**src/rtl/mips_pkg.sv**
```systemverilog
// Shared types and constants for the instruction-memory loader.
// Holds memory geometry and the loader FSM state encoding.
package mips_pkg;

  localparam int IMEM_ADDR_W = 8;
  localparam int WORD_W      = 32;
  localparam int BYTES_PW    = 4;

  typedef enum logic [1:0] {
    IDLE  = 2'd0,
    RECV  = 2'd1,
    WRITE = 2'd2,
    DONE  = 2'd3
  } loader_state_t;

endpackage

```
**src/rtl/imem_loader_if.sv**
```systemverilog
// Byte-stream input and imem write-port bundle of the loader.
// master: loader side; slave: stream source / memory side.
interface imem_loader_if;
  import mips_pkg::*;

  logic [7:0]             in_data;
  logic                   in_valid;
  logic                   in_ready;
  logic                   mem_we;
  logic [IMEM_ADDR_W-1:0] mem_addr;
  logic [WORD_W-1:0]      mem_wdata;

  modport master (
    input  in_data, in_valid,
    output in_ready, mem_we, mem_addr, mem_wdata
  );

  modport slave (
    output in_data, in_valid,
    input  in_ready, mem_we, mem_addr, mem_wdata
  );

endinterface

```
**src/rtl/byte_packer.sv**
```systemverilog
// Packs 4 accepted bytes big-endian into one word.
// Ports: clk, rst, clear, byte_en, in_byte -> word, word_full.
module byte_packer
  import mips_pkg::*;
(
  input  logic              clk,
  input  logic              rst,
  input  logic              clear,
  input  logic              byte_en,
  input  logic [7:0]        in_byte,
  output logic [WORD_W-1:0] word,
  output logic              word_full
);

  logic [1:0]        cnt_q, cnt_d;
  logic [WORD_W-1:0] sr_q, sr_d;

  // Shifting left makes the first byte land in the MSB.
  always_comb begin
    cnt_d = cnt_q;
    sr_d  = sr_q;
    if (clear) begin
      cnt_d = '0;
      sr_d  = '0;
    end else if (byte_en) begin
      cnt_d = cnt_q + 2'd1;
      sr_d  = {sr_q[WORD_W-9:0], in_byte};
    end
  end

  always_ff @(posedge clk) begin
    if (rst) begin
      cnt_q <= '0;
      sr_q  <= '0;
    end else begin
      cnt_q <= cnt_d;
      sr_q  <= sr_d;
    end
  end

  assign word      = sr_q;
  assign word_full = byte_en && (cnt_q == 2'd3);

endmodule

```
**src/rtl/imem_loader.sv**
```systemverilog
// Loads a byte stream into instruction memory, one word per 4 bytes.
// Ports: clk, rst, start, word_count, bus (stream + imem), busy, cpu_hold, done, err.
module imem_loader
  import mips_pkg::*;
(
  input  logic          clk,
  input  logic          rst,
  input  logic          start,
  input  logic [8:0]    word_count,
  imem_loader_if.master bus,
  output logic          busy,
  output logic          cpu_hold,
  output logic          done,
  output logic          err
);

  loader_state_t          state_q, state_d;
  logic [IMEM_ADDR_W-1:0] addr_q, addr_d;
  logic [8:0]             words_q, words_d;
  logic [8:0]             count_q, count_d;
  logic                   err_q, err_d;

  logic              clear;
  logic              byte_en;
  logic              word_full;
  logic [WORD_W-1:0] word;

  assign byte_en = (state_q == RECV) && bus.in_valid;

  byte_packer u_packer (
    .clk       (clk),
    .rst       (rst),
    .clear     (clear),
    .byte_en   (byte_en),
    .in_byte   (bus.in_data),
    .word      (word),
    .word_full (word_full)
  );

  always_comb begin
    state_d = state_q;
    addr_d  = addr_q;
    words_d = words_q;
    count_d = count_q;
    err_d   = 1'b0;
    clear   = 1'b0;
    unique case (state_q)
      IDLE: begin
        if (start) begin
          if (word_count != 9'd0) begin
            count_d = word_count;
            addr_d  = '0;
            words_d = '0;
            clear   = 1'b1;
            state_d = RECV;
          end else begin
            err_d = 1'b1;
          end
        end
      end
      RECV: begin
        if (word_full) state_d = WRITE;
      end
      WRITE: begin
        addr_d  = addr_q + 1'b1;
        words_d = words_q + 9'd1;
        if (words_q + 9'd1 == count_q) state_d = DONE;
        else                           state_d = RECV;
      end
      DONE: begin
        state_d = IDLE;
      end
      default: state_d = IDLE;
    endcase
  end

  always_ff @(posedge clk) begin
    if (rst) begin
      state_q <= IDLE;
      addr_q  <= '0;
      words_q <= '0;
      count_q <= '0;
      err_q   <= 1'b0;
    end else begin
      state_q <= state_d;
      addr_q  <= addr_d;
      words_q <= words_d;
      count_q <= count_d;
      err_q   <= err_d;
    end
  end

  assign bus.in_ready  = (state_q == RECV);
  assign bus.mem_we    = (state_q == WRITE);
  assign bus.mem_addr  = addr_q;
  assign bus.mem_wdata = word;
  assign busy          = (state_q == RECV) || (state_q == WRITE);
  assign cpu_hold      = busy;
  assign done          = (state_q == DONE);
  assign err           = err_q;

endmodule
```
**src/flat_wrapper.sv**
```systemverilog
// flat-port wrapper written by rule: the top's interface ports become plain ports
module imem_loader_flat import mips_pkg::*;
  (clk, rst, start, word_count, busy, cpu_hold, done, err, bus_in_data, bus_in_valid, bus_in_ready, bus_mem_we, bus_mem_addr, bus_mem_wdata);
  imem_loader_if bus_i ();
  input  logic clk;
  input  logic rst;
  input  logic start;
  input  logic [8:0] word_count;
  output logic busy;
  output logic cpu_hold;
  output logic done;
  output logic err;
  input wire logic [$bits(bus_i.in_data)-1:0] bus_in_data;
  input wire logic [$bits(bus_i.in_valid)-1:0] bus_in_valid;
  output wire logic [$bits(bus_i.in_ready)-1:0] bus_in_ready;
  output wire logic [$bits(bus_i.mem_we)-1:0] bus_mem_we;
  output wire logic [$bits(bus_i.mem_addr)-1:0] bus_mem_addr;
  output wire logic [$bits(bus_i.mem_wdata)-1:0] bus_mem_wdata;
  assign bus_i.in_data = bus_in_data;
  assign bus_i.in_valid = bus_in_valid;
  assign bus_in_ready = bus_i.in_ready;
  assign bus_mem_we = bus_i.mem_we;
  assign bus_mem_addr = bus_i.mem_addr;
  assign bus_mem_wdata = bus_i.mem_wdata;
  imem_loader u_core (.clk(clk), .rst(rst), .start(start), .word_count(word_count), .bus(bus_i), .busy(busy), .cpu_hold(cpu_hold), .done(done), .err(err));
endmodule
```
**config.mk**
```make
export PLATFORM = sky130hd
export DESIGN_NAME = imem_loader_flat
export DESIGN_NICKNAME = d
export VERILOG_FILES = /design/src/rtl/mips_pkg.sv /design/src/rtl/imem_loader_if.sv /design/src/rtl/byte_packer.sv /design/src/rtl/imem_loader.sv /design/src/flat_wrapper.sv
export SDC_FILE = /design/constraint.sdc
export NUM_CORES = 1
export LEC_CHECK = 0
export CAP_MARGIN = 20
export CORE_MARGIN = 3
export CORE_UTILIZATION = 49
export CTS_CLUSTER_DIAMETER = 50
export DETAILED_ROUTE_END_ITERATION = 8
export PLACE_DENSITY = 0.79
export SKIP_CTS_REPAIR_TIMING = 1
export SYNTH_ARGS = -nofsm -noshare
export SYNTH_HDL_FRONTEND = slang
export SYNTH_SLANG_ARGS = --single-unit
export TNS_END_PERCENT = 10
```
**constraint.sdc**
```tcl
create_clock -name clk -period 2.1 [get_ports clk]
set_input_delay 0.21 -clock clk [delete_from_list [all_inputs] [get_ports clk]]
set_output_delay 0.21 -clock clk [all_outputs]
set_load 0.02 [all_outputs]
```
* Word level (Yosys, flattened, before mapping)
Cells that the tools add are included.
Storage, ports and cells: output and inout port bits 46, register bits 63
Operators by class: reduce and logical (&&, ||, !) cells 11, mux-type cells 15, add/subtract/negate cells 3, bitwise operators 2, eq/ne operators 8
Operators by type and width (count):
- 9-bit two-way mux | 2
- 9-bit one-hot mux with 2 select lines | 1
- 8-bit two-way mux | 2
- 8-bit one-hot mux with 2 select lines | 1
- 9-bit by 1-bit adder with 9-bit output, second input constant | 1
- 9-bit == test | 1
- 3-bit AND reduction | 3
- 9-bit nonzero test | 1
- 8-bit by 1-bit adder with 8-bit output, second input constant | 1
- 2-bit two-way mux | 4
- 2-bit one-hot mux with 4 select lines | 1
- 2-bit == test, second input constant | 3
- 1-bit two-way mux | 4
- 2-bit by 1-bit != test with 1-bit output, second input constant | 2
- 3-bit OR reduction | 1
- 2-bit by 1-bit adder with 2-bit output, second input constant | 1
- 2-bit by 1-bit == test with 1-bit output, second input constant | 1
- 1-bit logical AND | 2
- 2-bit logical NOT | 1
- 2-bit != test, second input constant | 1
- 1-bit inverter | 2
- 2-bit nonzero test | 1
- 2-bit OR reduction | 1
- 1-bit logical OR | 1

* Longest topological paths before layout
Gate-level depths: netlist of the first run.
depth in word-level cells 5, mapped depth 8, mapped depth without buffers 7

* By module
From an unflattened synthesis of the first run, not the netlist that was laid out.
Second synthesis, totals: cell total of the unflattened synthesis 312, area, all modules 2882.8 um^2
Modules (own cells, without submodules):
- imem_loader | cells each 199, area each 1606.5 um^2, times used 1
- byte_packer | cells each 113, area each 1276.2 um^2, times used 1

* Worst setup path before layout of the first run
OpenSTA, ideal clock, no wires.
path kind register to register, start register u_core.state_q[0], end register u_core.addr_q[7], in the netlist u_core.bus.mem_addr[7], slack 191 ps, path buffers 0, period minus slack after synthesis 1909 ps, cell stages (with the launch flop) 8, data arrival time 1839 ps, cells stage by stage dfxtp_1 -> inv_1 -> ha_1 -> inv_2 -> nor2_1 -> nor2_2 -> or4_1 -> a21oi_1
On the way: word-level cells in the longest chain between the ends 3, elaborated cells on any way between the ends 7
RTL lines:
- start: declaration | line imem_loader.sv:17 | loader_state_t state_q, state_d;
- start signal: assignment | line imem_loader.sv:85 | state_q <= state_d;
- 2-bit == test *
- named net bus_mem_we | line flat_wrapper.sv:16 | output wire logic [$bits(bus_i.mem_we)-1:0] bus_mem_we;
- 2-bit nonzero test (no line)
- 3-bit AND reduction (no line)
- end signal: assignment | line imem_loader.sv:86 | addr_q <= addr_d;
- end: declaration | line imem_loader.sv:18 | logic [IMEM_ADDR_W-1:0] addr_q, addr_d;
Mark *: on every way through the listed nets, which the timed path passes. The rest lies on a longest branch. A chain may end at the register's enable or synchronous reset.

* Worst setup path in the final report of the first run
start register u_core.state_q[1], end output port busy
On the way: word-level cells in the longest chain between the ends 2, elaborated cells on any way between the ends 3
RTL lines:
- 2-bit by 1-bit == test with 1-bit output or 2-bit == test (tied branches) | line imem_loader.sv:97 | assign busy = (state_q == RECV) || (state_q == WRITE);
- 1-bit logical OR * | line imem_loader.sv:97
- end: declaration | line flat_wrapper.sv:9 | output logic busy;
Mark *: on every way between the ends. The rest lies on a longest branch, timed or not.

==> results of run 1 <==
[logic make-up after synthesis]
logic type      share of synthesized area, %
compound gates                          16.6
fa+ha+maj                               3.59
buf+inv                                 3.90
simple gates                            21.5
mux                                     3.94
flops                                   45.2
xor+xnor                                5.33
[state kept, by name, indices dropped and copies added, names as in the netlist]
signal,flops
u_core.u_packer.word,32
u_core.count_q,9
u_core.words_q,9
u_core.bus.mem_addr,8
u_core.state_q,2
u_core.u_packer.cnt_q,2
u_core.err,1
[report_power, final]
part / switching, µW / internal [µW]
clock: 486 / 583
combinational: 594 / 431
sequential: 73.1 / 1270
total: 1150 / 2280
[worst reg2reg max path: stages, from the launching register on]
cell,delay (ps)
dfxtp_1,340
inv_1,130
ha_1,230
inv_2,80
or3_1,370
nor4_1,190
o2111ai_1,170
o32ai_2,300
[path summary, 6_finish.rpt]
kind,startpoint,to,depth (start not counted)
worst max register to register,u_core.state_q[0],u_core.state_q[1],7
worst min register to register,u_core.u_packer.word[28],u_core.u_packer.word[28],2
worst max-delay path,u_core.state_q[1],busy,3
worst min-delay path,bus_in_data[0],u_core.u_packer.word[0],3
[layout by cell type, fill, tap and decap left out, types with 5 or more instances in the layout]
master | Yosys | layout
a21oi_1 | 42 | 42
a31oi_1 | 6 | 6
buf_4 | 1 | 11
clkbuf_8 | 0 | 10
clkdlybuf4s50_1 | 0 | 66
dfxtp_1 | 63 | 63
ha_1 | 8 | 8
inv_1 | 5 | 5
mux2i_1 | 11 | 11
nand2_1 | 77 | 77
nand3_1 | 6 | 6
nor2_1 | 28 | 28
o2111ai_1 | 5 | 5
o21ai_0 | 8 | 8
xnor2_1 | 7 | 7
xor2_1 | 10 | 10
[per-layer routing]
layer / global-route usage, % / up-vias
met5: 0 / -
met4: 8.95 / 0
met1: 27.9 / 1171
li1: - / 1281
met2: 36.2 / 55
met3: 6.36 / 11
[final cells by class]
type,instances,area [µm²]
Inverter,6,22.5
Timing Repair Buffer,78,763
Sequential cell,63,1260
Clock inverter,6,70.1
Tap cell,70,87.6
Fill cell,432,1530
Multi-Input combinational cell,247,1430
Clock buffer,10,138
[stage by stage]
step	setup WS [ps]	hold slack [ps]	instances	total power, µW
global placement	61.2	443	464	2360
floorplan	191	346	335	2010
finish	87.0	414	480	3440
CTS	88.4	404	480	3450
detailed placement	13.0	448	464	2380
global route	7.37	405	480	3620
==> flow_summary.yaml, run 1 <==
synthesis:
  syn_avg_cell_area_um2: 8.33
  synth_nets: 364
  synth_common_cells: "77 x nand2_1, 63 x dfxtp_1, 42 x a21oi_1"
  ys_seq_elements: 63
  synth_area_leader_cell: "dfxtp_1"
  async_reset_ff_share_pct: 0
  yosys_warnings: 0
  syn_area_um2: 2790
  yosys-top-cells-area: "dfxtp_1 45%, nand2_1 10%, a21oi_1 7.5%"
  yosysMostFrequentCell: "nand2_1"
  synth.distinct_cells: 44
  synth-main-ff-cell: "dfxtp_1"
  synth_edf_count: 0
  netlist_instances: 335
  synth_top_area_share_pct: 45.2
  synth_seq_area_share_pct: 45.2
route:
  drtAntennaViolNets: 0
  wl_per_cell_um: 14.1
  top_layer_used: "met4"
  route.detailed.drc: 0
  num_vias: 2518
  viasPerCell: 5.25
  drtIter0Drc: 168
  routedLengthMet1_mm: 3.05
  route.met2.wl_mm: 3.27
  dr.pass1.iters: 4
  routed_wl_mm: 6.78
  wl_met3_um: 332
sta:
  timing.fmax_mhz: 497
  drv_slew: 0
  setup_viol: 0
  post-route-period-util_pct: 95.9
  rsz0062_at_grt: "false"
  clock_skew_ps: 5.28
  period_needed_ps: 2010
  maxSlewHeadroom_pct: 76.0
  worst_slew_pin_slew_ps: 358
  tns_ps: 0
  hold_violations: 0
worst_setup_path:
  worstSetupEndpointType: "primary output"
  critical_path.slowest_cell: "clkdlybuf4s50_1"
  start_kind: "register"
  worstPathCellList: "inv_1 -> ha_1 -> clkdlybuf4s50_1"
  cpPeakStageDelay_ps: 610
  crit_family: "buffers and inverters"
  crit_required_ps: 1890
  path_max_fanout: 5
  crit_type: "reg2out"
  reg2reg_slack_ps: 190
  crit_arrival_ps: 1800
  cp_num_buf_inv: 2
power_and_ir_drop:
  p_leak_uw: 0.00133
  ir_drop_mv: 0.747
  power.density_nw_per_um2: 911
floorplan:
  die_h_um: 81.5
  core_area_um2: 5300
  die_w_um: 81.5
  io_pins: 67
  die-area_um2: 6640
  rows: 26
  start_util_pct: 52.6
final_layout:
  drive_above_1_share_pct: 8.78
  nets: 434
  fin_util_pct: 71.1
  diodes: 0
  syn_to_final_growth_pct: 35.1
  fin_area_um2: 3770
cts:
  clk_latency_ps: 340
  max-clock-path-buffers: 2
  htreeDepth: 3
  cts-buffers-inserted: 9
  clock-sinks: 63
  clockRootBuffer: "clkbuf_8"
  cts.reportedPaths.clkPinSlew_ps: 70
  tritoncts: "yes"
placed_design:
  io_buffers: 66
  placed_area_um2: 3560
  gp_congestion: 0.807
  dp_hpwl_mm: 4.80
hold_path:
  hp-class: "in2reg"
grt:
  grt_pass1_vias: 2435
  grt_pass1_wl_mm: 11.4
  antenna_found_initial: 0
  grt_use_total_pct: 22.3
  grt_max_degree: 35
  grt_overflow: 0
job:
  maxCapViolCount: 0
run_status:
  status: "finished, final reports clean"
Power figures use the tool's default switching activity.
==> run 2, diff against run 1 <==
- CORE_ASPECT_RATIO: default -> 0.6
- SETUP_SLACK_MARGIN: default -> 0.4
==> run 2 against run 1 <==
Sequential cell count stayed put. Critical path depth is 2 higher. Sequential power hardly changed. Non-clock buffer count is 11 higher. First-iteration DRC count is 4.8% lower. Final cell count is 3.8% higher. Setup slack better by 170 ps. Power is 7.5% higher. Register-to-register slack better by 60 ps. Clock power is 6% higher. Combinational power is 16% higher. Sequential share of layout area is 1.4 points lower. Critical path type is now reg2reg.
==> flow_summary.yaml, run 2 (synthesized netlist as in run 1, its figures left out) <==
cts:
  clk_latency_ps: 330
  clockRootBuffer: "clkbuf_8"
  tritoncts: "yes"
  max-clock-path-buffers: 2
  clock-sinks: 63
  htreeDepth: 3
  cts-buffers-inserted: 9
  cts.reportedPaths.clkPinSlew_ps: 70
sta:
  clock_skew_ps: 3.67
  post-route-period-util_pct: 87.9
  worst_slew_pin_slew_ps: 362
  maxSlewHeadroom_pct: 75.8
  rsz0062_at_grt: "true"
  fin_ws_ps: 253
  timing.fmax_mhz: 541
  drv_slew: 0
  timing.hold.ws_ps: 423
  hold_violations: 0
  period_needed_ps: 1850
  setup_viol: 0
floorplan:
  start_util_pct: 52.9
  rows: 20
  io_pins: 67
  die_h_um: 64.5
  die-area_um2: 6670
  core_area_um2: 5280
  die_w_um: 103
placed_design:
  io_buffers: 66
  dp_hpwl_mm: 4.96
  gp_congestion: 0.874
  placed_area_um2: 3630
  dp_slack_ps: -5.86
worst_setup_path:
  worstPathCellList: "nand4_1 -> or3_1 -> a21o_1 -> a31oi_1 -> o32ai_2"
  critical_path.slowest_cell: "dfxtp_1"
  crit_required_ps: 2310
  crit_family: "simple AND/OR/NAND/NOR gates"
  critPathCapture: "u_core.state_q[1]"
  r2r_cells: 5
  r2r_start: "u_core.words_q[3]"
  crit_type: "reg2reg"
  cp_num_buf_inv: 0
  cp-startpoint: "u_core.words_q[3]"
  worstSetupEndpointType: "register"
  reg2reg_slack_ps: 250
  path_depth: 5
  path_max_fanout: 7
  cpPeakStageDelay_ps: 490
  reg2reg_to: "u_core.state_q[1]"
  start_kind: "register"
  crit_arrival_ps: 2060
power_and_ir_drop:
  p_sw_uw: 1210
  power.density_nw_per_um2: 932
  internal-power_uw: 2480
  p_comb_share_pct: 32.3
  p_leak_uw: 0.00141
  total_power_uw: 3690
  ir_drop_mv: 0.844
  clock_power_share_pct: 30.7
  p_seq_share_pct: 37.0
  power_switching_share_pct: 32.8
route:
  route.detailed.drc: 0
  wl_per_cell_um: 14.3
  dr.pass1.iters: 4
  num_vias: 2608
  routed_wl_mm: 7.14
  drtAntennaViolNets: 0
  drtIter0Drc: 160
  viasPerCell: 5.24
grt:
  antenna_found_initial: 0
  grt_use_total_pct: 22.1
  grt_overflow: 0
  grt_pass1_vias: 2425
  grt_max_degree: 35
  grt_pass1_wl_mm: 11.4
final_layout:
  multiInputGateArea_um2: 1500
  nFillCells: 410
  final_common_cell: "nand2_1"
  syn_to_final_growth_pct: 42.0
  diodes: 0
  fin_util_pct: 75.0
  regArea_um2: 1270
  layout_common_cells: "77 x nand2_1, 65 x clkdlybuf4s50_1, 61 x dfxtp_1, 42 x a21oi_1, 27 x nor2_1"
  fin_area_um2: 3960
  largest_reg_flops: 32
  drive_above_1_share_pct: 13.5
  nets: 445
job:
  maxCapViolCount: 0
run_status:
  status: "finished, final reports clean"
hold_path:
  hp-class: "in2reg"
## run 2: tightest hold or removal path: stages
cell	delay (ps)
clkdlybuf4s50_1	400
nand2_1	50
a21oi_1	50
## run 2: through the flow
step | TNS, ps | std cells
final | 0 | 498
after global placement | 0 | 475
after floorplan | 0 | 335
after global routing | 0 | 498
after CTS | 0 | 491
after detailed placement | -5.86 | 475
## run 2: worst min-delay path by stage
stage	from	end	slack, ps	depth (start not counted)
after floorplan	bus_in_data[0]	u_core.u_packer.word[0]	350	2
after global placement	u_core.u_packer.word[29]	u_core.u_packer.word[29]	440	2
after detailed placement	u_core.u_packer.word[28]	u_core.u_packer.word[28]	450	2
after CTS	bus_in_data[5]	u_core.u_packer.word[5]	420	3
after global routing	bus_in_data[3]	u_core.u_packer.word[3]	430	3
final	bus_in_data[4]	u_core.u_packer.word[4]	420	3
## run 2: layer usage
layer	vias to the layer above	part of all wire, %	GRT usage [%]	wire [µm]
met2	78	43	30.6	3100
met3	6	5.5	5.59	393
met4	0	0.83	8.24	59
met1	1222	50	32.6	3590
met5	-	0	0	0
li1	1302	-	-	-
## run 2: cell type report
cell class | instances | area share (%)
multi-input combinational | 247 | 37.9
timing repair buffer | 89 | 21.5
tap | 77 | 2.43
clock buffer | 10 | 3.22
sequential | 63 | 32.0
clock inverter | 6 | 2.15
inverter | 6 | 0.758
## run 2: power groups by stage
| stage | Clock, µW | Sequential, µW | Combinational, µW |
|---|---|---|---|
| floorplan | 0 | 1380 | 709 |
| global placement | 0 | 1370 | 1060 |
| detailed placement | 0 | 1370 | 1060 |
| CTS | 1150 | 1350 | 1070 |
| global route | 1210 | 1380 | 1290 |
| finish | 1130 | 1370 | 1190 |
==> run 3, diff against run 2 <==
- CORE_UTILIZATION: 49 -> 50
- PLACE_DENSITY: 0.79 -> 0.8
- SYNTH_HIERARCHICAL: default -> 1
==> run 3 against run 2 <==
Via count fell by 2.2%. Power up 0.43%. Global-route usage grew 0.23 points. Worst hold slack improved by 20 ps. Critical path type unchanged. Critical endpoint is now u_core/words_q[6]. Largest power group unchanged.
==> flow_summary.yaml, run 3 <==
run_status:
  status: "finished, final reports clean"
grt:
  grt_use_total_pct: 22.3
  grt_max_degree: 35
  grt_overflow: 0
  antenna_found_initial: 0
  grt_pass1_vias: 2354
  grt_pass1_wl_mm: 11.9
route:
  wl_per_cell_um: 15.4
  num_vias: 2551
  dr.pass1.iters: 5
  viasPerCell: 5.29
  drtAntennaViolNets: 0
  drtIter0Drc: 177
  routed_wl_mm: 7.41
  route.detailed.drc: 0
sta:
  worst_slew_pin_slew_ps: 439
  timing.fmax_mhz: 531
  hold_violations: 0
  timing.hold.ws_ps: 443
  period_needed_ps: 1880
  setup_viol: 0
  rsz0062_at_grt: "true"
  drv_slew: 0
  maxSlewHeadroom_pct: 70.7
  clock_skew_ps: 3.26
  post-route-period-util_pct: 89.6
synthesis:
  syn_avg_cell_area_um2: 9.24
  yosysMostFrequentCell: "dfxtp_1"
  async_reset_ff_share_pct: 0
  synth_seq_area_share_pct: 43.8
  synth_nets: 341
  synth_edf_count: 0
  syn_area_um2: 2880
  yosys_warnings: 6
  synth_area_leader_cell: "dfxtp_1"
  netlist_instances: 312
  synth-main-ff-cell: "dfxtp_1"
  ys_seq_elements: 63
  synth_top_area_share_pct: 43.8
  yosys-top-cells-area: "dfxtp_1 44%, mux2i_1 11%, nor2_1 6.9%"
  synth_common_cells: "63 x dfxtp_1, 53 x nor2_1, 33 x mux2i_1"
  synth.distinct_cells: 43
worst_setup_path:
  reg2reg_to: "u_core/words_q[6]"
  path_max_fanout: 10
  cp_num_buf_inv: 1
  worstSetupEndpointType: "register"
  r2r_cells: 6
  cpPeakStageDelay_ps: 470
  reg2reg_slack_ps: 220
  crit_arrival_ps: 2160
  start_kind: "register"
  worstPathCellList: "inv_6 -> ha_4 -> nor2b_4 -> a311o_2 -> or4_1 -> a21oi_1"
  crit_required_ps: 2370
  crit_family: "compound AO/OA/AOI/OAI gates"
  critical_path.slowest_cell: "a311o_2"
  r2r_start: "u_core/state_q[1]"
  crit_type: "reg2reg"
floorplan:
  die_w_um: 104
  rows: 20
  die-area_um2: 6740
  io_pins: 67
  die_h_um: 64.8
  start_util_pct: 54.3
  core_area_um2: 5310
cts:
  clk_latency_ps: 340
  clockRootBuffer: "clkbuf_8"
  cts.reportedPaths.clkPinSlew_ps: 70
  tritoncts: "yes"
  cts-buffers-inserted: 9
  max-clock-path-buffers: 2
  clock-sinks: 63
  htreeDepth: 3
hold_path:
  hp-class: "in2reg"
  hold_depth: 3
  min_to: "u_core/count_q[6]"
  hold_start: "word_count[6]"
placed_design:
  gp_congestion: 0.878
  placed_area_um2: 3700
  dp.cells: 456
  dp_hpwl_mm: 5.23
  io_buffers: 66
final_layout:
  fin_cells: 482
  layout_common_cells: "64 x clkdlybuf4s50_1, 58 x dfxtp_1, 52 x nor2_1, 33 x mux2i_1, 27 x buf_4"
  diodes: 0
  drive_above_1_share_pct: 18.3
  final_common_cell: "clkdlybuf4s50_1"
  largest_reg_flops: 32
  nets: 429
  syn_to_final_growth_pct: 40.5
  fin_area_um2: 4050
power_and_ir_drop:
  total_power_uw: 3710
  ir_drop_mv: 0.650
  p_leak_uw: 0.00150
  power.density_nw_per_um2: 916
job:
  maxCapViolCount: 0
-- run 3: cell count changes after synthesis, moves of 6 or more --
| cell | change |
|---|---|
| xor2_1 | -6 |
| nand2_1 | -50 |
| buf_6 | +7 |
| nor3_1 | +6 |
| clkbuf_1 | -7 |
| mux2i_1 | +22 |
| nor2_1 | +25 |
| xnor2_1 | +8 |
| a21oi_1 | -18 |
| buf_2 | -6 |
-- run 3: area by class of cell --
cell class | count | area [µm²]
Multi-Input combinational cell | 226 | 1570
Inverter | 6 | 32.5
Fill cell | 372 | 1250
Clock inverter | 5 | 30.0
Tap cell | 77 | 96.3
Sequential cell | 63 | 1270
Clock buffer | 11 | 163
Timing Repair Buffer | 94 | 888
-- run 3: report_power, final --
group | total [µW] | switching (µW) | internal, µW
clock network | 994 | 469 | 525
registers | 1360 | 79.2 | 1280
logic | 1360 | 689 | 671
total | 3710 | 1240 | 2470
-- run 3: stage by stage --
stage,util [%],setup slack [ps],setup TNS [ps]
floorplan,-,284,0
global placement,69.7,-11.4,-14.1
detailed placement,69.7,-20.8,-58.6
CTS,73.3,152,0
global route,76.3,170,0
finish,76.3,218,0
-- run 3: worst register-to-register path, cell delays in order (launching register included) --
cell and delay [ps]:
dfxtp_4 400, inv_6 60, ha_4 180, nor2b_4 130
a311o_2 470, or4_1 420, a21oi_1 160
-- run 3: cell families (layout without fill, tap and decap cells) --
| logic type | Yosys count | in the layout | synth area share, % |
|---|---|---|---|
| and+or+nand+nor | 119 | 119 | 19.2 |
| xor gates and xnor gates | 19 | 19 | 5.77 |
| DFF | 63 | 63 | 43.8 |
| AOI/OAI and AO/OA | 47 | 47 | 10.1 |
| adders and majority gates | 8 | 8 | 3.47 |
| muxes | 33 | 33 | 11.5 |
| buffers and inverters | 23 | 116 | 6.25 |
-- run 3: how the worst max path moves through the flow --
stage	from	endpoint	cells past startpoint
after detailed placement	word_count[2]	u_core/words_q[3]	7
after global routing	u_core/state_q[1]	u_core/words_q[6]	6
after CTS	u_core/state_q[0]	bus_mem_we	4
after global placement	word_count[2]	u_core/words_q[7]	7
final	u_core/state_q[1]	u_core/words_q[6]	6
after floorplan	u_core/state_q[1]	u_core/words_q[6]	8
-- run 3: per-layer routing --
metal	vias to the layer above	global-route usage, %	share of wire, %
met3	11	6.87	9.0
met5	-	0	0
met1	1187	30.8	46
li1	1246	-	-
met2	107	33.1	43
met4	0	7.46	1.2
